File: src/rtl/axi_node_cfg_sequencer.sv
// axi_node_cfg_sequencer: AXI4-Lite master that turns rule/connectivity commands into
//    ordered writes to the axi_node config register bank.
//    A rule update is written as: valid word <- 0, start, end, valid word <- rule_valid.
//    This ordering means the crossbar never decodes a half-updated rule.
//    A connectivity update is a single write of the zero-extended row.
// Optional feature: define CFG_SEQ_READBACK_VERIFY_EN to read back and compare each write.
// Ports:
//    s_axi_aclk, s_axi_aresetn    clock, asynchronous active-low reset
//    cmd_valid / cmd_ready        command handshake
//    cmd_type                     0 = rule update, 1 = connectivity update
//    cmd_region, cmd_master       rule location
//    cmd_slave                    connectivity row index
//    cmd_start_addr, cmd_end_addr rule address range
//    cmd_rule_valid               final valid bit of the rule
//    cmd_conn_map                 connectivity row
//    busy, done, err              status (err is sticky until the next accepted command)
//    m_axi_aw*/w*/b*/ar*/r*       AXI4-Lite master channels
module axi_node_cfg_sequencer #(
   parameter int C_M_AXI_ADDR_WIDTH = 32,
   parameter int C_M_AXI_DATA_WIDTH = 32,
   parameter int N_REGION_MAX = 4,
   parameter int N_MASTER_PORT = 16,
   parameter int N_SLAVE_PORT = 16,
   parameter logic [31:0] CFG_BASE_ADDR = 32'h0,
   localparam int AW = C_M_AXI_ADDR_WIDTH,
   localparam int DW = C_M_AXI_DATA_WIDTH,
   localparam int RW = N_REGION_MAX > 1 ? $clog2(N_REGION_MAX) : 1,
   localparam int MW = N_MASTER_PORT > 1 ? $clog2(N_MASTER_PORT) : 1,
   localparam int SW = N_SLAVE_PORT > 1 ? $clog2(N_SLAVE_PORT) : 1
) (
   input  logic                     s_axi_aclk,
   input  logic                     s_axi_aresetn,
   input  logic                     cmd_valid,
   output logic                     cmd_ready,
   input  logic                     cmd_type,
   input  logic [RW-1:0]            cmd_region,
   input  logic [MW-1:0]            cmd_master,
   input  logic [SW-1:0]            cmd_slave,
   input  logic [31:0]              cmd_start_addr,
   input  logic [31:0]              cmd_end_addr,
   input  logic                     cmd_rule_valid,
   input  logic [N_MASTER_PORT-1:0] cmd_conn_map,
   output logic                     busy,
   output logic                     done,
   output logic                     err,
   output logic [AW-1:0]            m_axi_awaddr,
   output logic                     m_axi_awvalid,
   input  logic                     m_axi_awready,
   output logic [DW-1:0]            m_axi_wdata,
   output logic [DW/8-1:0]          m_axi_wstrb,
   output logic                     m_axi_wvalid,
   input  logic                     m_axi_wready,
   input  logic [1:0]               m_axi_bresp,
   input  logic                     m_axi_bvalid,
   output logic                     m_axi_bready,
   output logic [AW-1:0]            m_axi_araddr,
   output logic                     m_axi_arvalid,
   input  logic                     m_axi_arready,
   input  logic [DW-1:0]            m_axi_rdata,
   input  logic [1:0]               m_axi_rresp,
   input  logic                     m_axi_rvalid,
   output logic                     m_axi_rready
);
   localparam logic [31:0] RULE_STRIDE = 32'(4 * N_REGION_MAX);
   localparam logic [31:0] CONN_BASE = 32'(N_MASTER_PORT * 4 * N_REGION_MAX);
   typedef enum logic [2:0] {
      IDLE,
      WR_ADDR_DATA,
      WR_RESP,
`ifdef CFG_SEQ_READBACK_VERIFY_EN
      RD_ADDR,
      RD_DATA,
`endif
      DONE
   } state_t;
   state_t state, state_n;
   logic c_type, c_valid, aw_done, w_done, err_q;
   logic [RW-1:0] c_region;
   logic [MW-1:0] c_master;
   logic [SW-1:0] c_slave;
   logic [31:0] c_start, c_end;
   logic [N_MASTER_PORT-1:0] c_map;
   logic [1:0] step;
   logic [AW-1:0] addr_q;
   logic [DW-1:0] data_q;
   logic accept, last, b_err, r_err, next_wr;
   // Step 0..3 of a rule maps to word offsets 2,0,1,2 (disable, start, end, re-enable).
   function automatic logic [31:0] word_of(logic t, logic [RW-1:0] r, logic [MW-1:0] m,
                                           logic [SW-1:0] s, logic [1:0] st);
      logic [1:0] off;
      off = st == 2'd0 ? 2'd2 : st - 2'd1;
      return t ? CONN_BASE + 32'(s) : 32'(r) * 32'd4 + 32'(m) * RULE_STRIDE + 32'(off);
   endfunction
   function automatic logic [31:0] data_of(logic t, logic [31:0] sa, logic [31:0] ea, logic v,
                                           logic [N_MASTER_PORT-1:0] map, logic [1:0] st);
      return t ? 32'(map) : st == 2'd1 ? sa : st == 2'd2 ? ea : st == 2'd3 ? {31'b0, v} : 32'h0;
   endfunction
   function automatic logic [AW-1:0] addr_of(logic [31:0] w);
      return AW'(CFG_BASE_ADDR + (w << 2));
   endfunction
   assign accept = cmd_valid && state == IDLE;
   assign last = c_type || step == 2'd3;
   assign b_err = state == WR_RESP && m_axi_bvalid && m_axi_bresp != 2'b00;
`ifdef CFG_SEQ_READBACK_VERIFY_EN
   logic r_bad;
   assign r_bad = m_axi_rresp != 2'b00 || m_axi_rdata != data_q;
   assign r_err = state == RD_DATA && m_axi_rvalid && r_bad;
`else
   logic unused_rd;
   assign unused_rd = ^{m_axi_arready, m_axi_rdata, m_axi_rresp, m_axi_rvalid};
   assign r_err = 1'b0;
`endif
   // A new write starts whenever we re-enter WR_ADDR_DATA from a response state.
   assign next_wr = state_n == WR_ADDR_DATA && state != WR_ADDR_DATA && state != IDLE;
   always_ff @(posedge s_axi_aclk or negedge s_axi_aresetn) begin
      if (!s_axi_aresetn) state <= IDLE;
      else state <= state_n;
   end
   always_comb begin
      state_n = state;
      case (state)
         IDLE:         if (cmd_valid) state_n = WR_ADDR_DATA;
         WR_ADDR_DATA: if ((aw_done || m_axi_awready) && (w_done || m_axi_wready)) state_n = WR_RESP;
`ifdef CFG_SEQ_READBACK_VERIFY_EN
         WR_RESP:      if (m_axi_bvalid) state_n = b_err ? DONE : RD_ADDR;
         RD_ADDR:      if (m_axi_arready) state_n = RD_DATA;
         RD_DATA:      if (m_axi_rvalid) state_n = r_bad || last ? DONE : WR_ADDR_DATA;
`else
         WR_RESP:      if (m_axi_bvalid) state_n = b_err || last ? DONE : WR_ADDR_DATA;
`endif
         default:      state_n = IDLE;
      endcase
   end
   always_comb begin
      cmd_ready = state == IDLE;
      busy = state != IDLE && state != DONE;
      done = state == DONE;
      err = err_q;
      m_axi_awaddr = addr_q;
      m_axi_awvalid = state == WR_ADDR_DATA && !aw_done;
      m_axi_wdata = data_q;
      m_axi_wstrb = '1;
      m_axi_wvalid = state == WR_ADDR_DATA && !w_done;
      m_axi_bready = state == WR_RESP;
`ifdef CFG_SEQ_READBACK_VERIFY_EN
      m_axi_araddr = addr_q;
      m_axi_arvalid = state == RD_ADDR;
      m_axi_rready = state == RD_DATA;
`else
      m_axi_araddr = '0;
      m_axi_arvalid = 1'b0;
      m_axi_rready = 1'b0;
`endif
   end
   always_ff @(posedge s_axi_aclk or negedge s_axi_aresetn) begin
      if (!s_axi_aresetn) begin
         c_type <= 1'b0;
         c_region <= '0;
         c_master <= '0;
         c_slave <= '0;
         c_start <= '0;
         c_end <= '0;
         c_valid <= 1'b0;
         c_map <= '0;
         step <= 2'd0;
         addr_q <= '0;
         data_q <= '0;
         aw_done <= 1'b0;
         w_done <= 1'b0;
         err_q <= 1'b0;
      end else begin
         if (accept) begin
            c_type <= cmd_type;
            c_region <= cmd_region;
            c_master <= cmd_master;
            c_slave <= cmd_slave;
            c_start <= cmd_start_addr;
            c_end <= cmd_end_addr;
            c_valid <= cmd_rule_valid;
            c_map <= cmd_conn_map;
            step <= 2'd0;
            addr_q <= addr_of(word_of(cmd_type, cmd_region, cmd_master, cmd_slave, 2'd0));
            data_q <= DW'(data_of(cmd_type, cmd_start_addr, cmd_end_addr, cmd_rule_valid, cmd_conn_map, 2'd0));
         end else if (next_wr) begin
            step <= step + 2'd1;
            addr_q <= addr_of(word_of(c_type, c_region, c_master, c_slave, step + 2'd1));
            data_q <= DW'(data_of(c_type, c_start, c_end, c_valid, c_map, step + 2'd1));
         end
         // Each channel's valid drops on its own handshake; both flags clear when the write leaves.
         aw_done <= state == WR_ADDR_DATA && state_n == WR_ADDR_DATA && (aw_done || m_axi_awready);
         w_done <= state == WR_ADDR_DATA && state_n == WR_ADDR_DATA && (w_done || m_axi_wready);
         err_q <= accept ? 1'b0 : err_q || b_err || r_err;
      end
   end
endmodule

File: config.mk
export PLATFORM = sky130hd
export DESIGN_NAME = axi_node_cfg_sequencer
export DESIGN_NICKNAME = d
export VERILOG_FILES = /design/src/rtl/axi_node_cfg_sequencer.sv
export SDC_FILE = /design/constraint.sdc
export NUM_CORES = 1
export LEC_CHECK = 0
export ABC_AREA = 1
export CORE_MARGIN = 3
export CORE_UTILIZATION = 25
export DETAILED_ROUTE_END_ITERATION = 8
export PLACE_DENSITY = 0.6
export SYNTH_ARGS = -nofsm -noshare
export SYNTH_HDL_FRONTEND = slang
export SYNTH_SLANG_ARGS = --single-unit
File: constraint.sdc
create_clock -name s_axi_aclk -period 2 [get_ports s_axi_aclk]
set_input_delay 0.6 -clock s_axi_aclk [delete_from_list [all_inputs] [get_ports s_axi_aclk]]
set_output_delay 0.6 -clock s_axi_aclk [all_outputs]
set_load 0.1 [all_outputs]
Yosys cells after proc, flatten, opt, wreduce, memory -nomap -nowiden
Cells that the tools add are included.
{ "totals": {"reg_bits": 164, "in_bits": 136, "out_inout_bits": 109} }
{ "classes": {"addsub": 8, "eq_ne": 10, "mux": 20, "n_reduce_logical": 24} }
{ "op_table": {"columns": ["cell", "count"], "rows": [
  ["two-way mux 32 bit", 7],
  ["adder 9 x 4 -> 10 bit (first input constant)", 2],
  ["two-way mux 10 bit", 2],
  ["adder 4 x 8 -> 9 bit", 2],
  ["two-way mux 16 bit", 1],
  ["logical AND 1 bit", 12],
  ["adder 9 x 2 -> 10 bit", 1],
  ["adder 9 x 2 -> 10 bit (second input constant)", 1],
  ["two-way mux 3 bit", 3],
  ["case mux 3 bit (3 select lines)", 1],
  ["two-way mux 2 bit", 4],
  ["equality test 2 bit (second input constant)", 3],
  ["equality test 3 x 1 -> 1 bit (second input constant)", 2],
  ["equality test 3 x 2 -> 1 bit (second input constant)", 2],
  ["logical OR 1 bit", 5],
  ["nonzero test 2 bit", 2],
  ["zero test 3 bit", 1],
  ["inequality test 3 x 1 -> 1 bit (second input constant)", 1],
  ["inequality test 3 x 2 -> 1 bit (second input constant)", 1],
  ["nonzero test 3 bit", 1],
  ["adder 2 x 1 -> 2 bit (second input constant)", 1],
  ["equality test 2 x 1 -> 1 bit (second input constant)", 1],
  ["zero test 1 bit", 2],
  ["zero test 2 bit", 1],
  ["2 further kinds", 3]
]} }

Depth between registers and ports, before layout
Gate-level depths: netlist of the first run.
{ "logic_depth": {"depth_word": 12, "ltp_mapped": 11, "mapped_depth_nobuf": 10} }

Worst setup path after synthesis of the first run
No wires, ideal clock.
{ "synth_timing": {"kind": "reg-to-output", "startpoint": "register state[1]", "endpoint": "output port m_axi_awvalid", "arrival_time_ps": 2025, "t_required_ps": 1400, "slack_ps": -625, "stages_incl_launch_ff": 6, "path_cell_list": "dfrtp_1 inv_1 nand2_1 nor2_4 inv_1 nor2_1"} }
{ "synth_between": {"elab_chain_cells": 2} }
{ "synth_rtl": {"columns": ["item", "line", "source"], "rows": [
  ["start, declared", "76", "state_t state, state_n;"],
  ["start signal, assigned", "117", "else state <= state_n;"],
  ["equality test 3 x 1 -> 1 bit", "140", "m_axi_awvalid = state == WR_ADDR_DATA && !aw_done;"],
  ["logical AND 1 bit", "140", null],
  ["end, declared", "47", "output logic m_axi_awvalid,"]
]} }
Every way passes these cells.

Worst setup path in the final report of the first run
{ "layout_timing": {"startpoint": "register state[1]", "endpoint": "output port m_axi_wvalid"} }
{ "layout_between": {"elab_chain_cells": 2} }
{ "layout_rtl": {"columns": ["item", "line", "source"], "rows": [
  ["equality test 3 x 1 -> 1 bit", "143", "m_axi_wvalid = state == WR_ADDR_DATA && !w_done;"],
  ["logical AND 1 bit", "143", null],
  ["end, declared", "51", "output logic m_axi_wvalid,"]
]} }
Every way passes these cells.

==> results.py, run 1 <==
metrics = {
    "clock_network": {
        "tritoncts": "yes",
        "htree_levels": 4,
        "clkSinkCount": 141,
        "cts_buffers": 17,
        "worst_setup_hold_path_clk_slew_ns": 0.06,
        "root_buffer": "clkbuf_16",
        "clk_latency_ns": 0.42,
        "clockBufferDepth": 2,
    },
    "finish": {
        "ff_latch_area_sq_um": 3530,
        "n_fill_cell": 2755,
        "antenna-diode-count": 0,
        "multi_input_area_sq_um": 2760,
        "nNetsFinal": 1185,
        "syn_to_final_growth_pct": 45.8,
        "drive_above_1_share_pct": 14.8,
    },
    "critical_path": {
        "cp-end-kind": "primary output",
        "crit_type": "reg2out",
        "cp-start-kind": "flip-flop",
        "required_ns": 1.40,
        "critPathMaxFanout": 3,
        "worstPathArrival_ns": 1.44,
    },
    "yosys": {
        "syn_avg_cell_area_sq_um": 7.92,
        "synth.area.top_cells": "dfrtp_1, nand2_1, buf_4, o21ai_0, inv_1",
        "synth_cell_types": 26,
        "synth_fa_ha_area_share_pct": 0.723,
        "muxShareOfSynthArea_pct": 0,
        "ys_warn_count": 0,
        "syn_inst": 874,
        "synth-xor-area-share_pct": 0,
        "syn_area_sq_um": 6920,
        "synth_area_leader_cell": "dfrtp_1",
        "synth_flop_cell": "dfrtp_1",
        "async_flop_share_pct": 100,
        "synth_top_family_by_area": "simple AND/OR/NAND/NOR gates",
        "synth_edf_count": 0,
        "ys_seq_area_share_pct": 51.0,
        "synth_compound_area_share_pct": 8.61,
        "yosys.area_share.simple_pct": 26.7,
        "synth_top_area_share_pct": 51.0,
        "synth-seq-cells": 141,
    },
    "place": {
        "io_buffer_count": 147,
        "place.gp.congestion": 0.778,
        "dp_worst_setup_slack_ns": -0.117,
        "hpwlAfterDp_mm": 13.5,
    },
    "global_route": {
        "antenna_found_initial": 0,
        "grt_usage_pct": 13.3,
        "grt_pass1_vias": 5731,
        "grt_start_max_net_pins": 41,
        "grt_pass1_wl_mm": 30.7,
        "grt-ovfl-total": 0,
    },
    "sta": {
        "hold_viol": 0,
        "grt_setup_unrepaired": "yes",
        "finalCriticalPeriod_ns": 2.04,
        "fin_crit_sh_pct": 102,
        "skew_ns": 0.00779,
        "setup_viol": 3,
        "max_freq_mhz": 491,
        "timing.final.ws_setup_ns": -0.0362,
        "slew_viol_final": 0,
    },
    "floorplanning": {
        "die_h_microns": 172,
        "die_width_microns": 172,
        "ios": 245,
        "placementRows": 60,
        "start_util_pct": 25.5,
        "core_sq_um": 27100,
        "dieArea_sq_um": 29700,
    },
    "min_path": {
        "hold_class": "in2async",
    },
    "power_and_ir_drop": {
        "leakage_nw": 4.92,
        "fin_total_pwr_w": 0.0149,
        "pwr_density_cell_nw_per_um2": 1480,
        "peakVddDrop_mv": 0.858,
    },
    "run_status": {
        "status": "finished, violations left",
        "violations": "negative setup slack",
    },
    "drt": {
        "routed_wl_mm": 19.4,
        "vias": 5802,
        "antenna_left": 0,
        "dr.pass1.iters": 4,
        "wl_per_cell_microns": 13.6,
        "drt_iter0_drc": 402,
        "drc": 0,
        "via_per_inst": 4.06,
    },
    "job": {
        "maxCapViolations": 0,
    },
}
-- path summary, 6_finish.rpt --
kind | from | cells past startpoint | endpoint | slack, ns
min in group s_axi_aclk | c_slave[3] | 2 | c_slave[3] | 0.47
setup / recovery | state[1] | 6 | m_axi_wvalid | -0.04
max in group asynchronous | s_axi_aresetn | 2 | c_start[3] | 1.37
hold / removal | s_axi_aresetn | 1 | c_start[21] | 0.07
setup reg to reg | state[1] | 11 | m_axi_wdata[19] | 0.14
hold reg to reg | c_slave[3] | 2 | c_slave[3] | 0.47
-- logic make-up after synthesis --
family,after synthesis
AND/OR/NAND/NOR,457
buffers and inverters,158
flip-flops,141
AO/OA/AOI/OAI,112
adder cells (fa/ha/maj),4
other,2
-- layout by cell type (no fill, tap or decap), drive strengths merged --
cell type and n:
a21oi 20, buf 100, bufinv 4, clkbuf 19, clkdlybuf4s50 98, clkinv 8
clkinvlp 3, conb 62, dfrtp 141, ha 4, inv 49, nand2 405
nand3 24, nand4 1, nor2 27, o211ai 13, o21ai 77, o22ai 2
-- final cells by class --
cell class              count  area share, %
flip-flops and latches    141           35.0
multi-input cells         635           27.3
repair buffers            198           24.9
well taps                 372           4.61
clock buffers              19           4.49
inverters                  52           2.03
clock inverters            12           1.67
-- where the power goes --
group	total, W	leakage [nW]	switching [W]	internal [W]
Combinational	0.00724	2.83	0.00482	0.00242
Clock	0.00340	0.304	0.00126	0.00214
Sequential	0.00425	1.78	0.000611	0.00363
-- registers in the layout (all words and copies together) (netlist names) --
| signal | cells |
|---|---|
| state | 3 |
| c_map | 16 |
| m_axi_awaddr | 9 |
| c_master | 4 |
| step | 2 |
| aw_done | 1 |
| c_region | 2 |
| c_end | 32 |
| err | 1 |
| c_type | 1 |
| c_valid | 1 |
| w_done | 1 |
| c_slave | 4 |
| c_start | 32 |
| m_axi_wdata | 32 |
-- per-layer routing --
| layer | vias up | track usage [%] | part of all wire (%) |
|---|---|---|---|
| li1 | 2931 | - | - |
| met1 | 2720 | 17.9 | 47 |
| met2 | 139 | 21.9 | 48 |
| met3 | 12 | 2.35 | 3.7 |
| met4 | 0 | 4.03 | 1.4 |
| met5 | - | 0 | 0 |
-- cells in the mapped netlist, types with 4 or more instances --
| cell | instances |
|---|---|
| nand2_1 | 401 |
| dfrtp_1 | 141 |
| buf_4 | 63 |
| o21ai_0 | 62 |
| inv_1 | 49 |
| buf_2 | 28 |
| nand3_1 | 21 |
| nor2_1 | 21 |
| a21oi_1 | 20 |
| o21ai_1 | 15 |
| o211ai_1 | 13 |
| clkbuf_1 | 12 |
| ha_1 | 4 |
-- timing repair --
item,CTS,global route
pin swaps,2,4
hold buffers,0,0
setup endpoints to repair,6,22
buffers inserted,5,3
gates resized for setup,7,3
-- metrics by stage --
| stage | utilization (%) | hold WS (ns) | cell area [sq um] | instances | setup TNS (ns) |
|---|---|---|---|---|---|
| floorplan | - | 0.304 | 7150 | 934 | -6.88 |
| CTS | 37.1 | 0.0679 | 10100 | 1426 | -0.157 |
| global placement | 34.6 | 0.458 | 9380 | 1390 | -3.14 |
| finish | 37.2 | 0.0733 | 10100 | 1429 | -0.0857 |
| global route | 37.2 | 0.0743 | 10100 | 1429 | -0.527 |
| detailed placement | 34.6 | 0.461 | 9380 | 1390 | -2.97 |
-- worst max-delay path, stage by stage (launching register included) --
cell     delay (ns)
dfrtp_1        0.41
inv_1          0.08
nand2_2        0.06
nor2_4         0.14
inv_4          0.06
nor2_4         0.10
buf_12         0.18
Note: power is estimated with default switching activity, not from simulation.
==> inputs of run 2 (changes only) <==
--- a/config.mk
+++ b/config.mk
@@ -9,7 +9,7 @@
 export CORE_MARGIN = 3
 export CORE_UTILIZATION = 25
 export DETAILED_ROUTE_END_ITERATION = 8
-export PLACE_DENSITY = 0.6
+export PLACE_DENSITY = 0.61
 export SYNTH_ARGS = -nofsm -noshare
 export SYNTH_HDL_FRONTEND = slang
 export SYNTH_SLANG_ARGS = --single-unit
==> constraint.sdc (replaced) <==
create_clock -name s_axi_aclk -period 1.8 [get_ports s_axi_aclk]
set_input_delay 0.54 -clock s_axi_aclk [delete_from_list [all_inputs] [get_ports s_axi_aclk]]
set_output_delay 0.54 -clock s_axi_aclk [all_outputs]
set_load 0.1 [all_outputs]
==> run 2 against run 1 <==
  * The run still ends with negative setup slack left
  * Final cell count increased by 0.35%
  * Final area increased by 1.6%
  * Total power up 9.6%
  * Via count is 1.3% higher
  * Critical path type unchanged
  * Highest routed layer is now met5
  * Sequential power grew 12%
  * Worst setup slack lost 0.11 ns
  * Critical endpoint is now m_axi_awvalid
  * Utilization grew 0.60 points
==> results.py, run 2 (same netlist as run 1, synthesis figures left out) <==
metrics = {
    "sta": {
        "setup_viol": 6,
        "timing.final.ws_setup_ns": -0.145,
        "skew_ns": 0.0114,
        "setup_tns_ns": -0.641,
        "hold_viol": 0,
        "slew_viol_final": 0,
        "fin_crit_sh_pct": 108,
        "max_freq_mhz": 514,
        "grt_setup_unrepaired": "yes",
        "finalCriticalPeriod_ns": 1.94,
    },
    "power_and_ir_drop": {
        "pwr-share-clk_pct": 19.8,
        "pwr_density_cell_nw_per_um2": 1590,
        "peakVddDrop_mv": 0.630,
        "leakage_nw": 4.97,
        "p_comb_share_pct": 51.0,
        "fin_total_pwr_w": 0.0163,
        "switching_share_pct": 45.5,
        "seqPwrFrac_pct": 29.2,
        "p_sw_w": 0.00742,
        "intPower_w": 0.00890,
    },
    "floorplanning": {
        "ios": 245,
        "placementRows": 60,
        "die_width_microns": 172,
        "dieArea_sq_um": 29700,
        "core_sq_um": 27100,
        "die_h_microns": 172,
        "start_util_pct": 25.5,
    },
    "global_route": {
        "grt_pass1_wl_mm": 31.3,
        "grt_usage_pct": 13.5,
        "grt-ovfl-total": 0,
        "grt_pass1_vias": 5937,
        "grt_start_max_net_pins": 43,
        "antenna_found_initial": 1,
    },
    "job": {
        "maxCapViolations": 0,
    },
    "place": {
        "hpwlAfterDp_mm": 14.2,
        "io_buffer_count": 147,
        "place_inst": 1399,
        "dp_worst_setup_slack_ns": -0.253,
        "place.gp.congestion": 0.808,
    },
    "finish": {
        "final_common_cell": "nand2_1",
        "nNetsFinal": 1195,
        "drive_above_1_share_pct": 16.3,
        "stdcell_count": 1434,
        "layout.cells.most_common_list": "nand2_1, dfrtp_1, clkdlybuf4s50_1",
        "n_fill_cell": 2721,
        "antenna-diode-count": 0,
        "syn_to_final_growth_pct": 48.1,
        "fin_util_pct": 37.8,
    },
    "critical_path": {
        "worstPathArrival_ns": 1.40,
        "required_ns": 1.26,
        "cp-end-kind": "primary output",
        "crit_top_cell": "nor2_4",
        "slowest_stage": "dfrtp_2",
        "critPathMaxFanout": 3,
        "cp.depth": 6,
        "crit_family": "flip-flops",
        "worstRegToRegCells": 12,
        "path_buf_inv": 3,
        "critical_path.max_stage_delay_ns": 0.43,
        "cp_cell_sequence": "inv_2 -> nand2_2 -> nor2_4 -> inv_4 -> nor2_4 -> buf_12",
        "cp-start-kind": "flip-flop",
        "crit_type": "reg2out",
    },
    "drt": {
        "vias": 5877,
        "drt_iter0_drc": 318,
        "dr.pass1.iters": 4,
        "drc": 0,
        "routed_wl_mm": 20.0,
        "wl_per_cell_microns": 13.9,
        "antenna_left": 0,
        "via_per_inst": 4.10,
    },
    "clock_network": {
        "tritoncts": "yes",
        "postCtsHoldBufs": 0,
        "clk_latency_ns": 0.41,
        "cts_buffers": 17,
        "clockBufferDepth": 2,
        "root_buffer": "clkbuf_16",
        "htree_levels": 4,
        "clkSinkCount": 141,
        "worst_setup_hold_path_clk_slew_ns": 0.06,
    },
    "min_path": {
        "hold_class": "in2async",
    },
    "run_status": {
        "violations": "negative setup slack",
        "status": "finished, violations left",
    },
}
## run 2: cell count changes in the layout (fill, tap and decap cells not counted), moves of 3 or more
| cell | before | now |
|---|---|---|
| dfrtp_2 | 0 | 5 |
| nor2_4 | 5 | 9 |
| clkinv_2 | 6 | 3 |
| dfrtp_1 | 141 | 136 |
| bufinv_16 | 4 | 1 |
| buf_12 | 62 | 68 |
| nor2_2 | 3 | 0 |
| inv_1 | 46 | 41 |
| inv_2 | 1 | 7 |
| ha_4 | 0 | 3 |
| clkbuf_1 | 0 | 3 |
## run 2: path summary, 6_finish.rpt
path	start	endpoint	slack (ns)
max	state[1]	m_axi_awvalid	-0.14
max reg2reg	step[0]	m_axi_awaddr[3]	0.05
min	s_axi_aresetn	c_end[20]	0.03
max in group asynchronous	s_axi_aresetn	c_type	1.18
min in group s_axi_aclk	c_start[20]	c_start[20]	0.47
min reg2reg	c_start[20]	c_start[20]	0.47
## run 2: final cells by class
type | count | area [sq um] | area share [%]
Sequential cell | 141 | 3530 | 34.5
Multi-Input combinational cell | 635 | 2830 | 27.6
Timing Repair Buffer | 208 | 2700 | 26.3
Clock buffer | 23 | 478 | 4.66
Tap cell | 372 | 465 | 4.54
Inverter | 52 | 205 | 2.00
Clock inverter | 3 | 40.0 | 0.391
## run 2: repair_timing
action,in CTS,in global routing
setup endpoints to repair,9,34
pin swaps,4,4
resized for setup,4,26
gates cloned,0,2
setup buffers,7,2
## run 2: routing by layer
metal  GRT usage (%)  share of wire, %
met1            17.6                45
met2            22.6                49
met3            2.65               4.5
met4            4.48               1.5
met5               0             0.055
## run 2: stage by stage
step                      hold slack (ns)  area (sq um)
after detailed placement            0.460          9530
final                              0.0297         10200
after global routing               0.0431         10200
after global placement              0.457          9530
after CTS                          0.0274         10100
after floorplan                     0.244          7200
## run 2: power groups by stage
stage | registers [W] | logic, W | clock network (W)
2_1_floorplan | 0.00713 | 0.00269 | 0
6_report | 0.00477 | 0.00832 | 0.00323
3_5_place_dp | 0.00479 | 0.00818 | 0
5_1_grt | 0.00487 | 0.00887 | 0.00346
3_3_place_gp | 0.00475 | 0.00814 | 0
4_1_cts | 0.00474 | 0.00825 | 0.00334
==> inputs of run 3 (changes only) <==
--- a/config.mk
+++ b/config.mk
@@ -9,7 +9,8 @@
 export CORE_MARGIN = 3
 export CORE_UTILIZATION = 25
 export DETAILED_ROUTE_END_ITERATION = 8
-export PLACE_DENSITY = 0.61
+export PLACE_DENSITY = 0.6
+export SLEW_MARGIN = 30
 export SYNTH_ARGS = -nofsm -noshare
 export SYNTH_HDL_FRONTEND = slang
 export SYNTH_SLANG_ARGS = --single-unit
==> constraint.sdc (replaced) <==
create_clock -name s_axi_aclk -period 2.5 [get_ports s_axi_aclk]
set_input_delay 0.75 -clock s_axi_aclk [delete_from_list [all_inputs] [get_ports s_axi_aclk]]
set_output_delay 0.75 -clock s_axi_aclk [all_outputs]
set_load 0.1 [all_outputs]
==> run 3 against run 2 <==
  * The run now ends clean
  * Largest power group unchanged
  * Highest routed layer is now met4
  * Flip-flop and latch count is the same
  * Critical endpoint is now m_axi_wvalid
  * Global-route usage shrank 0.51 points
  * Register-to-register slack gained 0.40 ns
  * Critical path depth is the same
==> results.py, run 3 (same netlist as run 1, synthesis figures left out) <==
metrics = {
    "global_route": {
        "grt_pass1_vias": 5461,
        "grt_start_max_net_pins": 77,
        "grt_pass1_wl_mm": 29.9,
        "grt_usage_pct": 13.0,
        "grt-ovfl-total": 0,
        "antenna_found_initial": 1,
    },
    "place": {
        "place.gp.congestion": 0.760,
        "io_buffer_count": 147,
        "hpwlAfterDp_mm": 13.4,
        "dpl-instance-area_sq_um": 8640,
        "place_inst": 1368,
    },
    "power_and_ir_drop": {
        "peakVddDrop_mv": 0.395,
        "pwr_density_cell_nw_per_um2": 1180,
        "leakage_nw": 4.62,
    },
    "critical_path": {
        "r2r-start": "step[1]",
        "worstPathArrival_ns": 1.63,
        "cp-start-kind": "flip-flop",
        "crit_start": "state[1]",
        "worstRegToRegCells": 8,
        "cp-end-kind": "primary output",
        "required_ns": 1.75,
        "critPathMaxFanout": 4,
        "crit_type": "reg2out",
    },
    "finish": {
        "stdcell_count": 1400,
        "nNetsFinal": 1155,
        "final_common_cell": "nand2_1",
        "drive_above_1_share_pct": 11.7,
        "layout.cells.most_common_list": "nand2_1, dfrtp_1, clkdlybuf4s50_1",
        "final_area_sq_um": 9250,
        "syn_to_final_growth_pct": 33.7,
    },
    "floorplanning": {
        "dieArea_sq_um": 29700,
        "ios": 245,
        "die_width_microns": 172,
        "die_h_microns": 172,
        "start_util_pct": 25.5,
        "core_sq_um": 27100,
        "placementRows": 60,
    },
    "clock_network": {
        "htree_levels": 4,
        "clockBufferDepth": 2,
        "clk_latency_ns": 0.41,
        "root_buffer": "clkbuf_16",
        "clkSinkCount": 141,
        "cts_buffers": 17,
        "worst_setup_hold_path_clk_slew_ns": 0.06,
        "tritoncts": "yes",
    },
    "drt": {
        "via_per_inst": 4.07,
        "drt_iter0_drc": 304,
        "routed_wl_mm": 19.2,
        "antenna_left": 0,
        "dr.pass1.iters": 5,
        "vias": 5692,
        "wl_per_cell_microns": 13.7,
        "drc": 0,
    },
    "sta": {
        "finalCriticalPeriod_ns": 2.38,
        "skew_ns": 0.0132,
        "whs_ns": 0.251,
        "setup_viol": 0,
        "hold_viol": 0,
        "max_freq_mhz": 420,
        "worst_slew_pin_slew_ns": 0.491,
        "grt_setup_unrepaired": "no",
        "fin_crit_sh_pct": 95.3,
        "slew_viol_final": 0,
        "max-slew-margin-rel_pct": 67.0,
    },
    "run_status": {
        "status": "completed",
    },
    "min_path": {
        "hold_class": "in2async",
    },
    "job": {
        "maxCapViolations": 0,
    },
}
==> run 3: worst paths after layout <==
kind	slack (ns)	end
setup reg to reg	0.45	m_axi_wdata[28]
hold / removal	0.25	c_end[19]
hold reg to reg	0.47	c_map[8]
min in group s_axi_aclk	0.47	c_map[8]
setup / recovery	0.12	m_axi_wvalid
max in group asynchronous	1.57	c_end[14]
==> run 3: what timing repair did <==
item,4_1_cts,5_1_grt
resized for setup,1,1
setup buffers,0,0
pin swaps,0,0
hold buffers,0,0
setup endpoints to repair,1,1
==> run 3: worst max-delay path, cell delays in order, from the launching register on <==
cell,delay (ns)
dfrtp_1,0.42
inv_1,0.07
nand2_1,0.07
nor2_4,0.16
inv_1,0.14
nor2_2,0.17
buf_12,0.19
==> run 3: per-layer routing <==
metal  global-route usage, %  wire [microns]
met5                       0               0
met4                    4.51             184
met3                    1.99             752
met2                    21.2            9200
met1                    17.7            9040
==> run 3: final cells by class <==
| cell class | count | area (sq um) |
|---|---|---|
| clock buffers | 20 | 467 |
| well taps | 372 | 465 |
| clock inverters | 11 | 140 |
| repair buffers | 168 | 1710 |
| flip-flops and latches | 141 | 3530 |
| fillers | 2863 | 17900 |
| diodes | 1 | 2.50 |
| multi-input cells | 635 | 2740 |
| inverters | 52 | 199 |
==> run 3: where the power goes <==
group	leakage (nW)	internal [W]	total (W)	switching, W
combinational	2.53	0.00117	0.00498	0.00381
clock	0.302	0.00164	0.00264	0.000996
sequential	1.78	0.00291	0.00325	0.000347
==> run 3: metrics by stage <==
stage | setup TNS (ns) | worst slack [ns] | util, % | power [W]
6_report | 0 | 0.118 | 34.1 | 0.0109
5_1_grt | 0 | 0.00917 | 34.1 | 0.0115
4_1_cts | 0 | 0.0548 | 34.1 | 0.0110
3_5_place_dp | 0 | 0.110 | 31.9 | 0.00832
3_3_place_gp | 0 | 0.148 | 31.9 | 0.00827
2_1_floorplan | -0.549 | -0.275 | - | 0.00705
